==> config.mk <==
export PLATFORM = sky130hd
export DESIGN_NAME = dff_toggle_monitor
export DESIGN_NICKNAME = d
export VERILOG_FILES = /design/src/rtl/dff_toggle_monitor.sv
export SDC_FILE = /design/constraint.sdc
export NUM_CORES = 1
export LEC_CHECK = 0
export CAP_MARGIN = 25
export CORE_MARGIN = 2
export CORE_UTILIZATION = 50
export CTS_BUF_LIST = sky130_fd_sc_hd__clkbuf_2 sky130_fd_sc_hd__clkbuf_4 sky130_fd_sc_hd__clkbuf_8
export DETAILED_ROUTE_END_ITERATION = 10
export PLACE_DENSITY = 0.77
export SETUP_SLACK_MARGIN = 0.3
export SLEW_MARGIN = 20
export SYNTH_ARGS = -nofsm -noshare
export SYNTH_HDL_FRONTEND = slang
export SYNTH_SLANG_ARGS = --single-unit
==> constraint.sdc <==
create_clock -name clk_i -period 2.3 [get_ports clk_i]
set_input_delay 0.46 -clock clk_i [delete_from_list [all_inputs] [get_ports clk_i]]
set_output_delay 0.46 -clock clk_i [all_outputs]
set_load 0.01 [all_outputs]
==> src/rtl/dff_toggle_monitor.sv <==
// Toggle/compare monitor for a flip-flop output q over a programmable window.
// Latency: ARM takes 1 cycle, RUN takes max(win_len,1) cycles; each event shows on the outputs one cycle later.
// Backpressure: none. A start pulse is taken only in IDLE or DONE and ignored while busy.
//
// Ports:
//   clk_i        clock, all logic on posedge
//   reset_i      synchronous active-low reset
//   start_i      one-cycle pulse that begins a window (accepted in IDLE/DONE)
//   win_len_i    window length in cycles, sampled on accepted start (0 acts as 1)
//   q_i          observed flip-flop output
//   exp_q_i      expected q for the same cycle
//   chk_en_i     qualifies exp_q_i
//   busy_o       window armed or running
//   done_o       window finished; outputs hold until the next accepted start
//   rise_cnt_o   0->1 transitions in the window (saturating)
//   fall_cnt_o   1->0 transitions in the window (saturating)
//   err_cnt_o    qualified mismatches in the window (saturating)
//   first_err_o  window index of the first mismatch, all-ones if none
//   err_flag_o   err_cnt_o != 0
//
// Build option: define DFF_TOGGLE_MONITOR_GLITCH_FILTER_EN to run q through a
// 2-sample stability filter before edge detection (mismatch compare stays raw).
module dff_toggle_monitor #(
  parameter int CNT_W = 8,
  parameter int WIN_W = 10
) (
  input  logic             clk_i,
  input  logic             reset_i,
  input  logic             start_i,
  input  logic [WIN_W-1:0] win_len_i,
  input  logic             q_i,
  input  logic             exp_q_i,
  input  logic             chk_en_i,
  output logic             busy_o,
  output logic             done_o,
  output logic [CNT_W-1:0] rise_cnt_o,
  output logic [CNT_W-1:0] fall_cnt_o,
  output logic [CNT_W-1:0] err_cnt_o,
  output logic [WIN_W-1:0] first_err_o,
  output logic             err_flag_o
);

  typedef enum logic [1:0] {IDLE, ARM, RUN, DONE} state_e;

  localparam logic [CNT_W-1:0] CNT_MAX  = '1;
  localparam logic [WIN_W-1:0] IDX_NONE = '1;
  localparam logic [WIN_W-1:0] IDX_ONE  = WIN_W'(1);

  state_e           state_q, state_d;
  logic [WIN_W-1:0] idx_q, idx_d;
  logic [WIN_W-1:0] len_q, len_d;
  logic [WIN_W-1:0] first_err_q, first_err_d;
  logic [CNT_W-1:0] rise_q, rise_d;
  logic [CNT_W-1:0] fall_q, fall_d;
  logic [CNT_W-1:0] err_q, err_d;
  // Last value seen by the edge detector (filtered value when the filter is built in).
  logic             q_prev_q, q_prev_d;
  logic             edge_src;
  logic             rise_ev, fall_ev, mis_ev;

`ifdef DFF_TOGGLE_MONITOR_GLITCH_FILTER_EN
  // Previous raw sample; the filtered value follows q only once two
  // consecutive samples agree, otherwise it holds.
  logic q_smp_q, q_smp_d;
  always_comb edge_src = (q_i == q_smp_q) ? q_i : q_prev_q;
`else
  always_comb edge_src = q_i;
`endif

  always_comb begin
    state_d     = state_q;
    idx_d       = idx_q;
    len_d       = len_q;
    first_err_d = first_err_q;
    rise_d      = rise_q;
    fall_d      = fall_q;
    err_d       = err_q;
    q_prev_d    = q_prev_q;
`ifdef DFF_TOGGLE_MONITOR_GLITCH_FILTER_EN
    q_smp_d     = q_smp_q;
`endif
    rise_ev     = edge_src & ~q_prev_q;
    fall_ev     = ~edge_src & q_prev_q;
    mis_ev      = chk_en_i & (q_i ^ exp_q_i);

    case (state_q)
      IDLE, DONE: begin
        if (start_i) begin
          state_d = ARM;
          len_d   = (win_len_i == '0) ? IDX_ONE : win_len_i;
        end
      end
      ARM: begin
        state_d     = RUN;
        q_prev_d    = q_i;
`ifdef DFF_TOGGLE_MONITOR_GLITCH_FILTER_EN
        q_smp_d     = q_i;
`endif
        idx_d       = '0;
        rise_d      = '0;
        fall_d      = '0;
        err_d       = '0;
        first_err_d = IDX_NONE;
      end
      RUN: begin
        if (rise_ev && rise_q != CNT_MAX) rise_d = rise_q + 1'b1;
        if (fall_ev && fall_q != CNT_MAX) fall_d = fall_q + 1'b1;
        if (mis_ev) begin
          if (err_q != CNT_MAX) err_d = err_q + 1'b1;
          // err_q saturates rather than wrapping, so zero means no earlier mismatch.
          if (err_q == '0) first_err_d = idx_q;
        end
        q_prev_d = edge_src;
`ifdef DFF_TOGGLE_MONITOR_GLITCH_FILTER_EN
        q_smp_d  = q_i;
`endif
        idx_d    = idx_q + IDX_ONE;
        if (idx_q == len_q - IDX_ONE) state_d = DONE;
      end
      default: state_d = IDLE;
    endcase
  end

  always_ff @(posedge clk_i) begin
    if (!reset_i) begin
      state_q     <= IDLE;
      idx_q       <= '0;
      len_q       <= '0;
      first_err_q <= IDX_NONE;
      rise_q      <= '0;
      fall_q      <= '0;
      err_q       <= '0;
      q_prev_q    <= 1'b0;
`ifdef DFF_TOGGLE_MONITOR_GLITCH_FILTER_EN
      q_smp_q     <= 1'b0;
`endif
    end else begin
      state_q     <= state_d;
      idx_q       <= idx_d;
      len_q       <= len_d;
      first_err_q <= first_err_d;
      rise_q      <= rise_d;
      fall_q      <= fall_d;
      err_q       <= err_d;
      q_prev_q    <= q_prev_d;
`ifdef DFF_TOGGLE_MONITOR_GLITCH_FILTER_EN
      q_smp_q     <= q_smp_d;
`endif
    end
  end

  assign busy_o      = (state_q == ARM) || (state_q == RUN);
  assign done_o      = (state_q == DONE);
  assign rise_cnt_o  = rise_q;
  assign fall_cnt_o  = fall_q;
  assign err_cnt_o   = err_q;
  assign first_err_o = first_err_q;
  assign err_flag_o  = (err_q != '0);

endmodule
==> After elaboration in Yosys (flattened, before gate mapping) <==
Index checks and enable logic that the tools add are counted.
{ "totals": {"reg_bits": 57, "input_bits": 16} }
{ "classes": {"add_sub_neg": 5, "n_eq_ne": 14, "n_mux": 15, "n_reduce_logical": 16, "bitwise_logic": 6} }
{ "ops": {"columns": ["cell", "count"], "rows": [
  ["8-bit one-hot mux with 2 select lines", 3],
  ["10-bit one-hot mux with 2 select lines", 2],
  ["8-bit two-way mux", 4],
  ["10-bit two-way mux", 3],
  ["8-bit by 1-bit adder with 8-bit output (second input constant)", 3],
  ["8-bit != test (second input constant)", 3],
  ["2-bit != test (second input constant)", 7],
  ["10-bit by 1-bit adder with 10-bit output (second input constant)", 1],
  ["10-bit equality test", 1],
  ["10-bit logical NOT", 1],
  ["10-bit by 1-bit subtractor with 10-bit output (second input constant)", 1],
  ["8-bit logical NOT", 1],
  ["2-bit AND reduction", 4],
  ["8-bit nonzero test", 1],
  ["2-bit one-hot mux with 3 select lines", 1],
  ["3-bit AND reduction", 2],
  ["2-bit equality test (second input constant)", 2],
  ["2-bit two-way mux", 2],
  ["2-bit OR reduction", 2],
  ["1-bit bitwise AND", 3],
  ["2-bit by 1-bit equality test with 1-bit output (second input constant)", 1],
  ["1-bit logical AND", 2],
  ["2-bit logical NOT", 1],
  ["1-bit NOT", 2],
  ["other kinds (3)", 3]
]} }

==> Longest topological paths before layout <==
{ "logic_depth": {"depth_word": 5, "ltp_mapped": 9} }

==> Least setup slack after synthesis <==
Ideal clock, no wire load.
{ "synth_timing": {"path_kind": "reg2reg", "startpoint": "register len_q[0]", "endpoint": "register state_q[1]", "arrival_ps": 1887, "path_slack_ps": 294, "n_path_buf": 1, "period_less_slack_ps": 2006, "path_stages_with_launch": 10, "path_cell_list": "dfxtp_1 -> inv_1 -> ha_1 -> buf_2 -> nor3b_1 -> xnor2_1 -> o2111ai_1 -> nor4_2 -> a21oi_1 -> a211o_1"} }
{ "synth_between": {"elab_chain_cells": 4} }
{ "synth_rtl": {"columns": ["element", "line", "text"], "rows": [
  ["start, declared", "51", "logic [WIN_W-1:0] len_q, len_d;"],
  ["start signal, assigned", "140", "len_q <= len_d;"],
  ["10-bit by 1-bit subtractor with 10-bit output", "118", "if (idx_q == len_q - IDX_ONE) state_d = DONE;"],
  ["10-bit equality test", "118", null],
  ["2-bit != test (no line)", null, null],
  ["2-bit AND reduction (no line)", null, null],
  ["end signal, assigned", "138", "state_q <= state_d;"],
  ["end, declared", "49", "state_e state_q, state_d;"]
]} }
Every way passes these cells.
A chain may end at the register's enable or synchronous reset.

==> Worst setup path after layout <==
{ "layout_timing": {"startpoint": "register err_q[0], in the netlist err_cnt_o[0]", "endpoint": "output port err_flag_o"} }
{ "layout_between": {"elab_chain_cells": 1} }
{ "layout_rtl": {"columns": ["element", "line", "text"], "rows": [
  ["start, declared", "55", "logic [CNT_W-1:0] err_q, err_d;"],
  ["start signal, assigned", "144", "err_q <= err_d;"],
  ["8-bit nonzero test", "158", "assign err_flag_o = (err_q != '0);"],
  ["end, declared", "40", "output logic err_flag_o"]
]} }
Every way passes these cells.

==> results.cfg <==
[yosys]
syn_inst = 339
synth_area_leader_cell = dfxtp_1
synth_area_leaders = dfxtp_1 39%, xor2_1 8.2%, nand2_1 6.2%
synth.cell_area_um2 = 2890
synth_cell_types = 46
syn_nets = 365
yosysTopAreaCellShare_pct = 39.5
yosysWarnings = 0
ys_seq_area_share_pct = 39.5
syn_avg_cell_area_um2 = 8.53
ys_ff_latch = 57

[placement]
place.gp.congestion = 0.828
port_buffers = 52
dp_hpwl_mm = 4.53

[clock_tree]
clkSlewWorstSetupHoldPaths_ps = 60
clk_latency_ps = 340
clock_path_buffers = 2
cts_max_level = 3
hold_buffers = 0
cts_tree = built
clock-sinks = 57
cts_root_buf = clkbuf_8
cts-buffers-inserted = 9

[global_route]
grt_overflow = 0
grt_usage_pct = 20.6
antenna_found_initial = 0
grt_pass1_vias = 2353
grt_max_degree = 18
grt_pass1_wl_mm = 10.4

[setup_path]
cp.required_ps = 1840
crit_chain = inv_1 > ha_1 > nor4b_4 > nand2_1 > dlygate4sd2_1
cpPeakStageDelay_ps = 330
ff2ff_path_depth = 6
arrival_ps = 1510
timing.rr.start = len_q[2]
cp_max_fo = 4
critPathTopFamily = buffers and inverters
cp_slowest_cell = dfxtp_1
crit_type = register to output port
endpoint_kind = output port
cp-start-kind = register
r2r_setup_slack_ps = 400
r2r_end = state_q[1]
cp_num_buf_inv = 2

[layout]
mostFrequentLayoutCells = 53 x dfxtp_1, 50 x clkdlybuf4s50_1, 47 x nand2_1, 34 x nor2_1, 27 x xor2_1
final_common_cell = dfxtp_1
final_layout_size_suffix_gt1_share_pct = 12.6
diodes = 0
multi_input_area_um2 = 1710
regArea_um2 = 1150
fillCellCount = 475
finalNetCount = 433
syn_to_final_growth_pct = 32.7

[power]
p_sw_w = 0.00148
peakVddDrop_v = 0.000661
cellPowerDensity_nw_per_um2 = 1070
finalPower_w = 0.00409
intPower_w = 0.00261
p_leak_nw = 1.56
clkPwrFrac_pct = 23.0
power_frac_seq_pct = 32.0
netSwitchingFraction_pct = 36.3
comb_power_share_pct = 45.0

[floorplanning]
ios = 53
row_count = 27
die_y_um = 80.0
start_util_pct = 52.2
die_area_um2 = 6400
fp.coreArea_um2 = 5540
die_w_um = 80.0

[timing]
fin_tns_setup_ps = 0
maxSlewViolCount = 0
fmax_mhz = 507
slew_headroom_pct = 62.7
skew_ps = 6.97
fin_crit_sh_pct = 85.7
hold_viol_final = 0
layout_min_cycle_time_ps = 1970
tightest_slew_ps = 557
rsz0062_at_grt = yes
final-setup-viol-count = 0

[drt]
wirelength_mm = 6.30
drc = 0
drt-initial-drc-count = 57
vias_per_cell = 5.29
dr.pass1.iters = 4
vias = 2558
postRouteAntennaNets = 0
wl_per_cell_um = 13.0

[hold_path]
min_path_type = register to register
hold_depth = 2
hold_start = len_q[9]
hold_end = len_q[9]

[run_status]
status = complete, no violations

[job]
cap_violations = 0
[worst max path at each step]
| stage | startpoint | end | slack (ps) | cells past startpoint |
|---|---|---|---|---|
| global route | err_cnt_o[0] | err_flag_o | 250 | 5 |
| global placement | q_i | first_err_o[0] | 150 | 8 |
| floorplan | len_q[1] | state_q[1] | 340 | 9 |
| detailed placement | q_i | first_err_o[8] | 70 | 8 |
| CTS | err_cnt_o[0] | err_flag_o | 220 | 5 |
| finish | err_cnt_o[0] | err_flag_o | 330 | 5 |
[registers in the layout, summed over array words and instances, names as in the netlist]
register / flops
err_cnt_o: 8
state_q: 2
fall_cnt_o: 8
first_err_o: 10
idx_q: 10
rise_cnt_o: 8
len_q: 10
q_prev_q: 1
[metrics by stage]
step | hold slack, ps | cells | utilization, % | setup slack (ps) | cell area (um2)
floorplan | 447 | 339 | - | 342 | 2890
global placement | 457 | 466 | 64.4 | 145 | 3570
detailed placement | 466 | 466 | 64.4 | 69.1 | 3570
CTS | 482 | 483 | 68.3 | 223 | 3790
global route | 497 | 484 | 69.2 | 248 | 3840
finish | 475 | 484 | 69.2 | 329 | 3840
[tightest hold or removal path, cell delays in order (launching register included)]
cell      delay, ps
dfxtp_1         320
nand2_1          60
a21boi_1         50
[final cells by class]
class	instances	share of cell area, %
Timing Repair Buffer	69	16.9
Sequential cell	57	29.9
Clock buffer	13	4.17
Tap cell	72	2.35
Inverter	11	1.08
Clock inverter	3	1.04
Multi-Input combinational cell	259	44.5
[synthesized netlist by cell type (all sizes together)]
library cell,count
nand4,12
xor2,27
and2,5
a32oi,1
a21boi,9
and4,1
buf,5
a211oi,1
nand2,48
or3,2
and4b,1
o21a,1
a41oi,1
ha,10
nor3,7
a211o,1
o2111ai,2
nor2,35
a21oi,10
clkbuf,7
a31oi,1
and3,10
mux2i,13
nand3,14
nor3b,1
o22ai,1
nand2b,3
dfxtp,57
and3b,3
o41ai,1
o21ai,12
o21bai,1
o31a,1
nor2b,6
a221oi,1
xnor2,11
nor4b,1
or2,1
inv,11
nor4,4
[what timing repair did]
| item | in CTS | in global routing |
|---|---|---|
| setup endpoints to repair | 4 | 18 |
| pin swaps | 3 | 6 |
| buffers inserted | 1 | 1 |
| resized for setup | 6 | 11 |
| hold endpoints to repair | 0 | 0 |
[cells by family after synthesis]
group           share of synthesized area (%)
compound gates                           10.3
xor+xnor                                 11.8
fa+ha+maj                                4.33
buf+inv                                  3.12
flops                                    39.5
mux                                      4.50
simple gates                             26.5
[layer usage]
metal	global-route usage (%)	up-vias	part of all wire, %
li1	-	1297	-
met1	24.3	1202	46
met2	35.4	52	49
met3	5.77	7	3.8
met4	7.46	0	1.1
met5	0	-	0
[power by group through the flow]
| stage | Sequential, W | Clock (W) | Combinational (W) |
|---|---|---|---|
| after detailed placement | 0.00132 | 0 | 0.00178 |
| after CTS | 0.00130 | 0.000964 | 0.00180 |
| after global routing | 0.00133 | 0.00100 | 0.00203 |
| after floorplan | 0.00134 | 0 | 0.00112 |
| final | 0.00131 | 0.000939 | 0.00184 |
| after global placement | 0.00132 | 0 | 0.00172 |
Power figures use the tool's default switching activity.
